<file path="src/rtl/mosq_pkg.sv">
// rtl/mosq_pkg.sv - shared types, defaults and helpers for the mosquito detector
package mosq_pkg;

    typedef enum logic [1:0] {
        ST_IDLE = 2'd0,
        ST_ARM  = 2'd1,
        ST_DET  = 2'd2
    } mosq_state_e;

    localparam int ON_THRESH = 10;
    localparam int HOLD_LEN  = 500;

    function automatic logic [31:0] sat_inc(input logic [31:0] val, input logic [31:0] max_val);
        return (val >= max_val) ? max_val : val + 32'd1;
    endfunction

endpackage

</file>
<file path="src/rtl/mosq_detector_mc_if.sv">
// rtl/mosq_detector_mc_if.sv - sample/config inputs and detection outputs of the detector
interface mosq_detector_mc_if #(
    parameter int NUM_CH = 4,
    parameter int CNT_W  = 5,
    parameter int HOLD_W = 9,
    parameter int EVT_W  = 16
);
    logic              in_en;
    logic [NUM_CH-1:0] is_large;
    logic [CNT_W-1:0]  on_thresh;
    logic [HOLD_W-1:0] hold_len;
    logic              clr_evt;
    logic [NUM_CH-1:0] is_mosq;
    logic [NUM_CH-1:0] mosq_rise;
    logic [NUM_CH-1:0] mosq_fall;
    logic              any_mosq;
    logic [EVT_W-1:0]  evt_cnt;

    modport master (
        output in_en, is_large, on_thresh, hold_len, clr_evt,
        input  is_mosq, mosq_rise, mosq_fall, any_mosq, evt_cnt
    );

    modport slave (
        input  in_en, is_large, on_thresh, hold_len, clr_evt,
        output is_mosq, mosq_rise, mosq_fall, any_mosq, evt_cnt
    );
endinterface

</file>
<file path="src/rtl/mosq_channel.sv">
// rtl/mosq_channel.sv - one channel: run qualification, hold timer, flag and edge pulses
module mosq_channel
    import mosq_pkg::*;
#(
    parameter int CNT_W  = 5,
    parameter int HOLD_W = 9,
    parameter bit RETRIG = 1'b1
) (
    input  logic              clk,
    input  logic              rst,
    input  logic              in_en,
    input  logic              is_large,
    input  logic [CNT_W-1:0]  on_thresh,
    input  logic [HOLD_W-1:0] hold_len,
    output logic              is_mosq,
    output logic              mosq_rise,
    output logic              mosq_fall,
    output logic              rise_next
);

    localparam logic [31:0] RUN_MAX  = (32'd1 << CNT_W) - 32'd1;
    localparam logic [31:0] HOLD_MAX = (32'd1 << HOLD_W) - 32'd1;

    mosq_state_e       state_q, state_d;
    logic [CNT_W-1:0]  run_q, run_d;
    logic [HOLD_W-1:0] hold_q, hold_d;
    logic              flag_q, flag_d;
    logic              rise_q, rise_d;
    logic              fall_q, fall_d;
    logic [31:0]       thr, hlen, run_inc, hold_inc;

    always_comb begin
        // zero thresholds behave as one so a channel can never stall in ARM or DET
        thr      = (on_thresh == '0) ? 32'd1 : 32'(on_thresh);
        hlen     = (hold_len == '0) ? 32'd1 : 32'(hold_len);
        run_inc  = sat_inc(32'(run_q), RUN_MAX);
        hold_inc = sat_inc(32'(hold_q), HOLD_MAX);
        state_d  = state_q;
        run_d    = run_q;
        hold_d   = hold_q;
        flag_d   = flag_q;
        rise_d   = 1'b0;
        fall_d   = 1'b0;
        if (in_en) begin
            case (state_q)
                ST_IDLE: begin
                    if (is_large) begin
                        run_d = CNT_W'(1);
                        if (thr <= 32'd1) begin
                            state_d = ST_DET;
                            hold_d  = '0;
                            flag_d  = 1'b1;
                            rise_d  = 1'b1;
                        end else begin
                            state_d = ST_ARM;
                        end
                    end
                end
                ST_ARM: begin
                    if (is_large) begin
                        run_d = CNT_W'(run_inc);
                        if (32'(run_q) + 32'd1 >= thr) begin
                            state_d = ST_DET;
                            hold_d  = '0;
                            flag_d  = 1'b1;
                            rise_d  = 1'b1;
                        end
                    end else begin
                        run_d   = '0;
                        state_d = ST_IDLE;
                    end
                end
                ST_DET: begin
                    if (is_large && RETRIG) begin
                        hold_d = '0;
                    end else begin
                        hold_d = HOLD_W'(hold_inc);
                        if (32'(hold_q) + 32'd1 >= hlen) begin
                            state_d = ST_IDLE;
                            run_d   = '0;
                            flag_d  = 1'b0;
                            fall_d  = 1'b1;
                        end
                    end
                end
                default: begin
                    state_d = ST_IDLE;
                    run_d   = '0;
                    hold_d  = '0;
                    flag_d  = 1'b0;
                end
            endcase
        end
    end

    always_ff @(posedge clk) begin
        if (rst) begin
            state_q <= ST_IDLE;
            run_q   <= '0;
            hold_q  <= '0;
            flag_q  <= 1'b0;
            rise_q  <= 1'b0;
            fall_q  <= 1'b0;
        end else begin
            state_q <= state_d;
            run_q   <= run_d;
            hold_q  <= hold_d;
            flag_q  <= flag_d;
            rise_q  <= rise_d;
            fall_q  <= fall_d;
        end
    end

    assign is_mosq   = flag_q;
    assign mosq_rise = rise_q;
    assign mosq_fall = fall_q;
    assign rise_next = rise_d & ~rst;

endmodule

</file>
<file path="src/rtl/mosq_detector_mc.sv">
// rtl/mosq_detector_mc.sv - multi-channel mosquito detector with any-flag and event counter
module mosq_detector_mc
    import mosq_pkg::*;
#(
    parameter int NUM_CH = 4,
    parameter int CNT_W  = 5,
    parameter int HOLD_W = 9,
    parameter int EVT_W  = 16,
    parameter bit RETRIG = 1'b1
) (
    input logic               clk,
    input logic               rst,
    mosq_detector_mc_if.slave bus
);

    logic [NUM_CH-1:0] flag, rise, fall, rise_next;
    logic [EVT_W-1:0]  evt_q, evt_d;
    logic [EVT_W:0]    rise_cnt, evt_sum;

    for (genvar i = 0; i < NUM_CH; i++) begin : g_ch
        mosq_channel #(
            .CNT_W  (CNT_W),
            .HOLD_W (HOLD_W),
            .RETRIG (RETRIG)
        ) u_ch (
            .clk       (clk),
            .rst       (rst),
            .in_en     (bus.in_en),
            .is_large  (bus.is_large[i]),
            .on_thresh (bus.on_thresh),
            .hold_len  (bus.hold_len),
            .is_mosq   (flag[i]),
            .mosq_rise (rise[i]),
            .mosq_fall (fall[i]),
            .rise_next (rise_next[i])
        );
    end

    // rises are counted on the same edge that registers their pulses
    always_comb begin
        rise_cnt = '0;
        for (int i = 0; i < NUM_CH; i++) begin
            rise_cnt = rise_cnt + (EVT_W+1)'(rise_next[i]);
        end
        evt_sum = {1'b0, evt_q} + rise_cnt;
        if (bus.clr_evt) begin
            evt_d = EVT_W'(rise_cnt);
        end else if (evt_sum[EVT_W]) begin
            evt_d = {EVT_W{1'b1}};
        end else begin
            evt_d = evt_sum[EVT_W-1:0];
        end
    end

    always_ff @(posedge clk) begin
        if (rst) begin
            evt_q <= '0;
        end else begin
            evt_q <= evt_d;
        end
    end

    assign bus.is_mosq   = flag;
    assign bus.mosq_rise = rise;
    assign bus.mosq_fall = fall;
    assign bus.any_mosq  = |flag;
    assign bus.evt_cnt   = evt_q;

endmodule
</file>
<file path="src/flat_wrapper.sv">
// flat-port wrapper written by rule: the top's interface ports become plain ports
module mosq_detector_mc_flat import mosq_pkg::*;
#(
    parameter int NUM_CH = 4,
    parameter int CNT_W  = 5,
    parameter int HOLD_W = 9,
    parameter int EVT_W  = 16,
    parameter bit RETRIG = 1'b1
)
  (clk, rst, bus_in_en, bus_is_large, bus_on_thresh, bus_hold_len, bus_clr_evt, bus_is_mosq, bus_mosq_rise, bus_mosq_fall, bus_any_mosq, bus_evt_cnt);
  mosq_detector_mc_if #(.NUM_CH(NUM_CH), .CNT_W(CNT_W), .HOLD_W(HOLD_W), .EVT_W(EVT_W)) bus_i ();
  input logic clk;
  input logic rst;
  input wire logic [$bits(bus_i.in_en)-1:0] bus_in_en;
  input wire logic [$bits(bus_i.is_large)-1:0] bus_is_large;
  input wire logic [$bits(bus_i.on_thresh)-1:0] bus_on_thresh;
  input wire logic [$bits(bus_i.hold_len)-1:0] bus_hold_len;
  input wire logic [$bits(bus_i.clr_evt)-1:0] bus_clr_evt;
  output wire logic [$bits(bus_i.is_mosq)-1:0] bus_is_mosq;
  output wire logic [$bits(bus_i.mosq_rise)-1:0] bus_mosq_rise;
  output wire logic [$bits(bus_i.mosq_fall)-1:0] bus_mosq_fall;
  output wire logic [$bits(bus_i.any_mosq)-1:0] bus_any_mosq;
  output wire logic [$bits(bus_i.evt_cnt)-1:0] bus_evt_cnt;
  assign bus_i.in_en = bus_in_en;
  assign bus_i.is_large = bus_is_large;
  assign bus_i.on_thresh = bus_on_thresh;
  assign bus_i.hold_len = bus_hold_len;
  assign bus_i.clr_evt = bus_clr_evt;
  assign bus_is_mosq = bus_i.is_mosq;
  assign bus_mosq_rise = bus_i.mosq_rise;
  assign bus_mosq_fall = bus_i.mosq_fall;
  assign bus_any_mosq = bus_i.any_mosq;
  assign bus_evt_cnt = bus_i.evt_cnt;
  mosq_detector_mc #(.NUM_CH(NUM_CH), .CNT_W(CNT_W), .HOLD_W(HOLD_W), .EVT_W(EVT_W), .RETRIG(RETRIG)) u_core (.clk(clk), .rst(rst), .bus(bus_i));
endmodule
</file>
<file path="config.mk">
export PLATFORM = sky130hd
export DESIGN_NAME = mosq_detector_mc_flat
export DESIGN_NICKNAME = d
export VERILOG_FILES = /design/src/rtl/mosq_pkg.sv /design/src/rtl/mosq_detector_mc_if.sv /design/src/rtl/mosq_channel.sv /design/src/rtl/mosq_detector_mc.sv /design/src/flat_wrapper.sv
export SDC_FILE = /design/constraint.sdc
export NUM_CORES = 1
export LEC_CHECK = 0
export CAP_MARGIN = 10
export CORE_MARGIN = 8
export CORE_UTILIZATION = 45
export CTS_CLUSTER_DIAMETER = 50
export DETAILED_ROUTE_END_ITERATION = 7
export PLACE_DENSITY_LB_ADDON = 0.3
export REMOVE_ABC_BUFFERS = 1
export SLEW_MARGIN = 5
export SYNTH_ARGS = -nofsm -noshare
export SYNTH_HDL_FRONTEND = slang
export SYNTH_SLANG_ARGS = --single-unit
</file>
<file path="constraint.sdc">
create_clock -name clk -period 6.15 [get_ports clk]
set_clock_uncertainty 0.2 [all_clocks]
set_input_delay 1.845 -clock clk [delete_from_list [all_inputs] [get_ports clk]]
set_output_delay 1.845 -clock clk [all_outputs]
set_load 0.1 [all_outputs]
</file>
After elaboration in Yosys (flattened, before gate mapping)

Index checks and enable logic that the tools add are counted.

Output and inout port bits: 29
Memories kept: 0
ROM bits: 0
Bits in writable memories: 0
Register bits: 92
Bits of input ports: 22
Word-level logic and storage cells: 255
Latch bits: 0

$mul: 0
Muxes and demuxes: 128
Add/subtract/negate cells: 12
Eq/ne operators: 36
Div/mod/pow operators: 0
Bitwise logic cells: 10
Reductions and logical operators: 27
Magnitude comparators: 17
Shifts and indexed selects: 0

Operator list:

| kind                                                           | number |
|---|---|
| 9-bit 2-to-1 mux                                               | 22 |
| 9-bit case mux with 3 select lines                             | 4 |
| 5-bit 2-to-1 mux                                               | 21 |
| 5-bit case mux with 3 select lines                             | 4 |
| 1-bit 2-to-1 mux                                               | 42 |
| 2-bit 2-to-1 mux                                               | 21 |
| 2-bit inequality test, second input constant                   | 21 |
| 9-bit by 1-bit adder with 10-bit output, second input constant | 4 |
| 10-bit by 9-bit >= comparator with 1-bit output                | 4 |
| 5-bit AND reduction                                            | 8 |
| 9-bit >= comparator, second input constant                     | 4 |
| 17-bit by 1-bit adder with 17-bit output                       | 2 |
| 16-bit 2-to-1 mux                                              | 2 |
| 7-bit AND reduction                                            | 4 |
| 5-bit by 1-bit adder with 6-bit output, second input constant  | 4 |
| 6-bit by 5-bit >= comparator with 1-bit output                 | 4 |
| 2-bit case mux with 3 select lines                             | 4 |
| 5-bit >= comparator, second input constant                     | 4 |
| 4-bit OR reduction                                             | 5 |
| 16-bit by 17-bit adder with 17-bit output                      | 1 |
| 4-bit AND reduction                                            | 4 |
| 3-bit inequality test, second input constant                   | 4 |
| 1-bit case mux with 3 select lines                             | 4 |
| 9-bit zero test                                                | 1 |
| 10 further kinds                                               | 32 |

Longest topological paths before layout

Gate-level depths: netlist of run 1.

Depth in word-level cells: 14
Depth in mapped cells: 20
Depth with buffers taken out: 19

By module

Synthesis of run 1 repeated with hierarchy kept, for this count alone.

Cells, all modules: 903
Area total of the unflattened synthesis: 7397.1 sq um

By module, submodules not included:

| module                                  | area each (sq um) | instances | cells each | sequential area each (sq um) |
|---|---|---|---|---|
| mosq_channel at u_core.g_ch[1].u_ch ... | 1610.3            | 3         | 197        | 380.4 |
| mosq_channel at u_core.g_ch[0].u_ch     | 1614.0            | 1         | 201        | 380.4 |
| mosq_detector_mc                        | 952.2             | 1         | 111        | 320.3 |

Least setup slack after synthesis of run 1

OpenSTA, ideal clock, no wires.

Path type: input port to flip-flop
From: in bus_on_thresh[4]
To: reg u_core.evt_q[13] (netlist: u_core.bus.evt_cnt[13])
Path slack: -0.072 ns
Cell stages on the path: 20
Data arrival time: 5.946 ns
Required time: 5.873 ns
Path buffers: 2
Setup time: 0.077 ns
Cell sequence: nor4_2 -> buf_4 -> or2_2 -> ha_1 -> nand2b_1 -> a211o_1 -> a21oi_1 -> o21ai_0 -> and2_1 -> ha_1 -> fa_1 -> ha_1 -> inv_1 -> fa_1 -> inv_1 -> a21o_1 -> nor3b_2 -> nand3_1 -> buf_2 -> a31oi_1

Longest elaborated chain between the ends: 14
Elaborated cells on any way between the ends: 38
Those cells by class: add/sub (4); order compare (5); mux (24); bitwise (4); reduce/logical (1)

RTL lines:

| what                                                                                                                    | line                                   | source |
|---|---|---|
| start, declared                                                                                                         | flat_wrapper.sv:16                     | `input wire logic [$bits(bus_i.on_thresh)-1:0] bus_on_thresh;` |
| 5-bit zero test                                                                                                         | mosq_channel.sv:34                     | `thr = (on_thresh == '0) ? 32'd1 : 32'(on_thresh);` |
| 5-bit 2-to-1 mux *                                                                                                      | mosq_channel.sv:34                     |  |
| 6-bit by 5-bit >= comparator with 1-bit output / 5-bit by 1-bit <= comparator with 1-bit output (equally long branches) | mosq_channel.sv:62, mosq_channel.sv:49 |  |
| 1-bit 2-to-1 mux (on tied branches)                                                                                     | mosq_channel.sv:62, mosq_channel.sv:49 |  |
| 1-bit 2-to-1 mux (on tied branches)                                                                                     | mosq_channel.sv:60, mosq_channel.sv:47 |  |
| 1-bit case mux with 2 select lines                                                                                      | mosq_channel.sv:45                     | `case (state_q)` |
| 1-bit 2-to-1 mux                                                                                                        | mosq_channel.sv:44                     | `if (in_en) begin` |
| 1-bit bitwise AND                                                                                                       | mosq_channel.sv:117                    | `assign rise_next = rise_d & ~rst;` |
| 1-bit by 1-bit adder with 2-bit output                                                                                  | mosq_detector_mc.sv:43                 | `rise_cnt = rise_cnt + (EVT_W+1)'(rise_next[i]);` |
| 17-bit by 1-bit adder with 17-bit output                                                                                | mosq_detector_mc.sv:43                 |  |
| 17-bit by 1-bit adder with 17-bit output *                                                                              | mosq_detector_mc.sv:43                 |  |
| 16-bit by 17-bit adder with 17-bit output                                                                               | mosq_detector_mc.sv:45                 | `evt_sum = {1'b0, evt_q} + rise_cnt;` |
| 16-bit 2-to-1 mux                                                                                                       | mosq_detector_mc.sv:48                 | `end else if (evt_sum[EVT_W]) begin` |
| 16-bit 2-to-1 mux *                                                                                                     | mosq_detector_mc.sv:46                 | `if (bus.clr_evt) begin` |
| end signal, assigned                                                                                                    | mosq_detector_mc.sv:59                 | `evt_q <= evt_d;` |
| end, declared                                                                                                           | mosq_detector_mc.sv:17                 | `logic [EVT_W-1:0] evt_q, evt_d;` |

Every way passes the cells marked *; elsewhere a longest branch is shown, timed or not.
A chain may end at the register's enable or synchronous reset.

Final worst setup path of run 1

From: in bus_on_thresh[1]
To: reg u_core.evt_q[8] (netlist: u_core.bus.evt_cnt[8])

Same word-level chain as after synthesis.

==> results of run 1 <==
path summary, 6_finish.rpt:
check	cells past startpoint	to	slack [ns]	start
worst max-delay path	20	u_core.bus.evt_cnt[8]	0.23	bus_on_thresh[1]
worst min-delay path	2	u_core.g_ch[3].u_ch.hold_q[8]	0.28	u_core.g_ch[3].u_ch.hold_q[8]
worst max register to register	19	u_core.bus.evt_cnt[8]	1.62	u_core.g_ch[0].u_ch.run_q[0]
worst min register to register	2	u_core.g_ch[3].u_ch.hold_q[8]	0.28	u_core.g_ch[3].u_ch.hold_q[8]
power by group:
part,total (mW),switching [mW],internal (mW)
Clock,0.612,0.245,0.367
Combinational,0.259,0.155,0.104
Sequential,0.629,0.0216,0.607
flip-flops by register name, summed over array words and instances (netlist names):
register	flops
u_core.g_ch.u_ch.run_q	20
u_core.bus.evt_cnt	16
u_core.g_ch.u_ch.hold_q	36
u_core.g_ch.u_ch.is_mosq	4
u_core.g_ch.u_ch.state_q	8
u_core.g_ch.u_ch.mosq_rise	4
u_core.g_ch.u_ch.mosq_fall	4
per-layer routing:
| layer | part of all wire [%] | up-vias |
|---|---|---|
| li1 | - | 3170 |
| met1 | 51 | 2929 |
| met2 | 44 | 133 |
| met3 | 4.3 | 17 |
| met4 | 1.5 | 0 |
| met5 | 0 | - |
worst reg2reg max path: stages, from the launching register on:
cell and delay [ns]:
dfxtp_1 0.37, ha_1 0.24, and3_1 0.19, ha_1 0.30
ha_1 0.19, a2111oi_0 0.37, buf_4 0.18, o21ai_1 0.07
and2_4 0.15, ha_4 0.23, fa_2 0.56, ha_4 0.14
inv_1 0.05, fa_2 0.33, inv_1 0.06, a21o_1 0.12
nor3b_4 0.26, nand3_4 0.16, buf_6 0.17, a21oi_1 0.12
cell usage in the layout (no fill, tap or decap), types with 4 or more instances in the layout:
| cell type | n |
|---|---|
| a31o_2 | 5 |
| inv_1 | 34 |
| buf_4 | 44 |
| nand3_1 | 33 |
| xor2_1 | 25 |
| nor2b_1 | 9 |
| a31oi_1 | 21 |
| nor2_1 | 49 |
| and3_1 | 18 |
| dfxtp_1 | 92 |
| o31ai_1 | 4 |
| or2_2 | 8 |
| xnor2_1 | 19 |
| nor3b_1 | 4 |
| nand2b_1 | 25 |
| a21oi_1 | 56 |
| a211o_1 | 9 |
| o21a_1 | 14 |
| o2111ai_1 | 4 |
| clkbuf_16 | 9 |
| nor3_1 | 6 |
| ha_1 | 74 |
| a211oi_1 | 22 |
| nand4_1 | 21 |
| o21bai_1 | 6 |
| o211ai_1 | 5 |
| clkdlybuf4s50_1 | 48 |
| nor4b_1 | 7 |
| or3_1 | 5 |
| o21ai_0 | 58 |
| a21o_1 | 11 |
| nand2_1 | 56 |
| mux2i_1 | 11 |
cell type report:
class | instances | area [um2]
Fill cell | 1393 | 6950
Multi-Input combinational cell | 653 | 4710
Sequential cell | 92 | 1840
Timing Repair Buffer | 96 | 851
Clock buffer | 12 | 246
Tap cell | 188 | 235
Inverter | 35 | 131
Clock inverter | 4 | 72.6
cell families (layout without fill, tap and decap cells):
group                      Yosys count  in the layout  synth area share, %
and+or+nand+nor                    270            270                 21.1
AOI/OAI and AO/OA                  248            248                 24.4
DFF                                 92             92                 27.0
adders and majority gates           79             79                 14.7
buffers and inverters               79            147                 5.38
xor gates and xnor gates            44             44                 5.64
muxes                               12             12                 1.83
synth_stat cells (all sizes together), types with 8 or more instances:
master,n
nand2,56
and3,18
xnor2,19
mux2i,11
clkbuf,19
inv,34
nor2,52
ha,77
nand2b,25
dfxtp,92
a211oi,26
o21a,14
buf,25
nor2b,9
or2,10
nand4,21
a21oi,58
xor2,25
nand3,34
a21o,11
a31oi,21
nor3,8
o21ai,61
a211o,9
what timing repair did:
action                     CTS  global route
pin swaps                    3             7
resized for setup            7            14
buffers inserted             1             2
hold buffers                 0             0
setup endpoints to repair   14            16
==> summary.md, run 1 <==
| Metric | Value |
|---|---|
| Status | `complete, no violations` |
| Setup violations, final | `0` |
| Fraction of final layout cells sized beyond drive strength 1 | `12.2%` |
| Data arrival time at the worst-slack endpoint | `6.01 ns` |
| Achievable Freq | `169 MHz` |
| Final net count | `approximately 990` |
| Share of async-settable or async-resettable flops after synthesis | `0%` |
| Remaining DRCs | `0` |
| Cell count after synthesis | `824` |
| Vias in the first global route | `a little under 6000` |
| Required time of the critical path | `6.24 ns` |
| Total of buffers placed on input and output ports | `50` |
| Die width | `139 um` |
| Worst Hold Class | `reg2reg` |
| Row cnt | `45` |
| Via Count | `6249` |
| Clock H-tree levels | `3` |
| Kind of end point of the critical path | `flop` |
| Post-synthesis to final-layout area growth | `18.4%` |
| Final design area excluding fillers | `8090 um2` |
| Routed wirelength normalized by instance count | `approximately 16 um` |
| Wire length after detailed routing | `17.5 mm` |
| Count of pins over their slew limit | `0` |
| Gr usage total | `roughly 18%` |
| Met3 usage in global routing | `3.63%` |
| #FFs+latches synth | `92` |
| Count of boundary I/O pins | `51` |
| Worst Path Buf+Inv | `5` |
| Remaining antenna violation count after routing | `0` |
| Warnings, synthesis | `0` |
| Largest fanout of any net on the critical path | `8` |
| Distinct cells, synth | `70` |
| Cell type group with the largest total delay on the critical path | `adder cells` |
| Violation count after the first detailed-route iteration | `473` |
| Accumulated negative setup slack | `0 ns` |
| Biggest area consumer among synthesized cells | `dfxtp_1` |
| Clock root buffer master | `clkbuf_16` |
| Crit start category | `primary input` |
| Die Ht | `139 um` |
| Total congestion overflow after global routing | `0` |
| Per-cell via count in the routed design | `5.79` |
| Global Route met2 Usage | `28.4%` |
| Worst Slack Setup Final | `between 0.2 and 0.25 ns` |
| Post-layout power | `~1.5 mW` |
| Slew Limit Headroom | `33.3%` |
| Share of the cycle needed by the critical path after routing | `a little over nine tenths` |
| Maximum number of pins on one net before global-route repair | `62` |
| Placed cell count | `1061` |
| Antenna violations before repair | `0` |
| Highest-delay cell along the critical path | `fa_2` |
| Initial core utilization | `45.4%` |
| Maximum clock insertion buffer count | `2` |
| Maximum single-stage delay on the critical path | `0.59 ns` |
| Mapped Avg Cell Area | `8.29 um2` |
| Mapped Area | `slightly below 7000 um2` |
| Gr busiest metal | `met2` |
| Final antenna diode count | `0` |
| Transition time at the pin with the least slew margin | `0.997 ns` |
| Cell Chain, Critical Path | `clkdlybuf4s50_1 -> nor4_2 -> or2_4 -> buf_4 -> ha_1 -> nand2b_1 -> a211o_1 -> a21o_1 -> a21o_1 -> o211a_1 -> fa_2 -> ha_4 -> inv_1 -> fa_2 -> inv_1 -> a21o_1 -> nor3b_4 -> nand3_4 -> buf_6 -> a21oi_1` |
| Leakage power | `3.52 nW` |
| WS Path Type | `in2reg` |
| Cell area reported after detailed placement | `7650 um2` |
| Count of endpoints failing hold in the final timing report | `0` |
| Area enclosed by the die boundary | `19400 um2` |
| Post-Place Setup Slack | `-0.599 ns` |
| Top cell type's share of synthesized area | `27.0%` |
| Cells taking the most area after synthesis | `dfxtp_1, ha_1, o21ai_0` |
| Global-route wire length before repair | `roughly 29 mm` |
| DRT Pass-1 Iters | `5` |
| TritonCTS clock tree | `yes` |
| Minimum clock period after layout | `around 6 ns` |
| Max capacitance violation total | `0` |
| Clock latency of the later-clocked register in the worst-skew pair | `0.36 ns` |
| Portion of the post-synthesis area used by sequential elements | `27.0%` |
| Final core utilization | `53.8%` |
| Worst VDD drop | `0.143 mV` |
| Flip-flop cell with the highest count after synthesis | `dfxtp_1` |
| Count of flip-flops with a built-in enable after synthesis | `0` |
| Min Hold Slack | `0.278 ns` |
| Post-detail-place hpwl | `13.0 mm` |
| # clock sinks | `92` |
| Num CTS Buffers | `9` |
| Global-route met1 utilization | `25.0%` |
| Clock transition at path regs | `0.07 ns` |
| Most numerous cell on the critical path | `a21o_1` |
| Total power divided by cell area | `185 nW/um2` |
| RePlAce Congestion | `about 0.86` |
| Core box area | `15000 um2` |
| Final non-filler cell total | `1080` |
Note: power is estimated with default switching activity, not from simulation.
==> inputs of run 2 (changes only) <==
- clock period: 6.15 -> 7 ns (I/O delays scaled with it)
==> run 2 against run 1 <==
  * Wire length rose by 0.19%
  * Cell count shrank 3.0%
  * First-iteration DRC count is 3.4% lower
  * Flip-flop and latch count is the same
  * Sequential power fell by 12%
  * Count of clock-buffer cells in the layout stayed put
  * Via count shrank 1.7%
  * Critical path depth stayed put
  * Critical path type unchanged
  * Core utilization down 2.3 points
  * Global-route usage down 0.051 points
==> summary.md, run 2 (synthesis results as in run 1) <==
| Metric | Value |
|---|---|
| Via Count | `6144 (-1.7%)` |
| Num CTS Buffers | `9 (unchanged)` |
| NetSw | `365 uW (-13%)` |
| Clock transition at path regs | `0.06 ns (about the same)` |
| TritonCTS clock tree | `yes` |
| Worst Hold Class | `reg2reg` |
| Status | `complete, no violations` |
| Setup violations, final | `0 (unchanged)` |
| Final antenna diode count | `0 (unchanged)` |
| Internal Power | `904 uW (-16%)` |
| Antenna violations before repair | `0 (unchanged)` |
| Kind of end point of the critical path | `flop` |
| Remaining DRCs | `0 (unchanged)` |
| Slew Limit Headroom | `32.2% (-1.2 points)` |
| Worst VDD drop | `0.134 mV (-6.1%)` |
| # clock sinks | `92 (unchanged)` |
| Core box area | `15000 um2 (unchanged)` |
| Data arrival time at the worst-slack endpoint | `6.66 ns (+0.65 ns)` |
| Routed wirelength normalized by instance count | `16.7 um (+3.3%)` |
| Fraction of final layout cells sized beyond drive strength 1 | `7.79% (-4.4 points)` |
| Final design area excluding fillers | `7740 um2 (-4.3%)` |
| Max capacitance violation total | `0 (unchanged)` |
| Global-route wire length before repair | `29.2 mm (-0.66%)` |
| Remaining antenna violation count after routing | `0 (unchanged)` |
| Most used cells in the layout excluding fill and tap cells | `dfxtp_1, ha_1, o21ai_0, a21oi_1, nand2_1` |
| Post-synthesis to final-layout area growth | `13.3%` |
| Quantity of hold-fixing buffers added after cts | `0 (unchanged)` |
| Crit start category | `primary input` |
| Per-cell via count in the routed design | `5.86 (+1.3%)` |
| Wire length after detailed routing | `17.5 mm (+0.19%)` |
| Required time of the critical path | `7.09 ns (+0.85 ns)` |
| Part of the power in the clock network | `40.2% (-0.6 points)` |
| Row cnt | `45 (unchanged)` |
| Unrepaired setup endpoints after global routing | `no` |
| Violation count after the first detailed-route iteration | `457 (-3.4%)` |
| Die width | `139 um (unchanged)` |
| Total power divided by cell area | `164 nW/um2 (-12%)` |
| Switching share of power | `28.8% (+0.67 points)` |
| Proportion of power drawn by flip-flops and latches | `43.5% (+1.6 points)` |
| WS Path Type | `in2reg` |
| Die Ht | `139 um (unchanged)` |
| Total congestion overflow after global routing | `0 (unchanged)` |
| Largest fanout of any net on the critical path | `8 (unchanged)` |
| Accumulated negative setup slack | `0 ns (unchanged)` |
| Leakage power | `3.33 nW (-5.4%)` |
| Final core utilization | `51.5% (-2.3 points)` |
| Area enclosed by the die boundary | `19400 um2 (unchanged)` |
| Clock latency of the later-clocked register in the worst-skew pair | `0.36 ns (about the same)` |
| Share of the cycle needed by the critical path after routing | `94.0%` |
| Total of buffers placed on input and output ports | `50 (unchanged)` |
| Maximum number of pins on one net before global-route repair | `62 (unchanged)` |
| Register ranked first by flip-flop count | `u_core.g_ch.u_ch.hold_q` |
| Clock H-tree levels | `3 (unchanged)` |
| RePlAce Congestion | `0.862 (+0.30%)` |
| Achievable Freq | `152 MHz` |
| Count of pins over their slew limit | `0 (unchanged)` |
| Gr usage total | `18.3% (-0.051 points)` |
| Transition time at the pin with the least slew margin | `1.01 ns (+0.0173 ns)` |
| Largest register FFs | `36 (unchanged)` |
| DRT Pass-1 Iters | `5 (unchanged)` |
| Count of boundary I/O pins | `51 (unchanged)` |
| Leading cell type in the layout, fill and taps excluded | `dfxtp_1` |
| Cell area reported after detailed placement | `7430 um2 (-2.8%)` |
| Final net count | `956 (-3.2%)` |
| Maximum clock insertion buffer count | `2 (unchanged)` |
| Minimum clock period after layout | `6.58 ns` |
| Count of endpoints failing hold in the final timing report | `0 (unchanged)` |
| Initial core utilization | `45.4% (unchanged)` |
| Vias in the first global route | `5679 (-3.7%)` |
| Post-detail-place hpwl | `12.9 mm (-0.96%)` |
| Clock root buffer master | `clkbuf_16` |
| Combinational power share | `16.3% (-1.0 points)` |
run 2: worst paths after layout:
| kind | end | from | cells past startpoint | slack [ns] |
|---|---|---|---|---|
| hold reg to reg | u_core.g_ch[3].u_ch.hold_q[8] | u_core.g_ch[3].u_ch.hold_q[8] | 2 | 0.28 |
| setup reg to reg | u_core.bus.evt_cnt[3] | u_core.g_ch[0].u_ch.run_q[0] | 18 | 2.10 |
| setup / recovery | u_core.bus.evt_cnt[3] | bus_on_thresh[4] | 20 | 0.42 |
| hold / removal | u_core.g_ch[3].u_ch.hold_q[8] | u_core.g_ch[3].u_ch.hold_q[8] | 2 | 0.28 |
run 2: metrics by stage:
step / cells / hold WS, ns / worst slack [ns] / power [mW]
finish: 1048 / 0.284 / 0.423 / 1.27
global route: 1048 / 0.305 / 0.0454 / 1.33
floorplan: 780 / 0.243 / -0.0800 / 0.694
detailed placement: 1032 / 0.274 / -0.0621 / 0.769
global placement: 1032 / 0.262 / 0.0844 / 0.768
CTS: 1048 / 0.284 / 0.308 / 1.28
run 2: final cells by class:
class | count | area, um2
timing repair buffer | 64 | 601
inverter | 35 | 131
multi-input combinational | 653 | 4630
tap | 188 | 235
sequential | 92 | 1840
clock inverter | 4 | 47.5
fill | 1450 | 7290
clock buffer | 12 | 256
run 2: power by group through the flow:
stage,clock (mW),combinational (mW),sequential [mW]
2_1_floorplan,0,0.116,0.578
3_3_place_gp,0,0.204,0.564
3_5_place_dp,0,0.206,0.563
4_1_cts,0.521,0.207,0.551
5_1_grt,0.547,0.227,0.554
6_report,0.510,0.207,0.552
run 2: what timing repair did:
| item | in CTS | in global routing |
|---|---|---|
| setup endpoints to repair | 0 | 9 |
| setup buffers | 0 | 0 |
| resized for setup | 0 | 1 |
run 2: routing by layer:
| metal | part of all wire, % | routed length (um) | global-route usage [%] |
|---|---|---|---|
| met1 | 50 | 8740 | 25.1 |
| met2 | 44 | 7610 | 27.7 |
| met3 | 4.9 | 856 | 3.52 |
| met4 | 1.6 | 288 | 6.87 |
| met5 | 0 | 0 | 0 |
run 2: worst max-delay path: stages:
cell and delay [ns]:
clkdlybuf4s50_1 0.44, nor4_2 0.30, or2_2 0.22, ha_1 0.23
nand2b_1 0.14, a211o_1 0.28, a21oi_1 0.18, o21ai_0 0.13
and2_1 0.21, ha_1 0.32, fa_1 0.39, ha_1 0.30
inv_1 0.07, fa_1 0.42, inv_1 0.07, a21o_1 0.11
nor3b_2 0.22, nand3_2 0.19, buf_4 0.22, a21oi_1 0.13
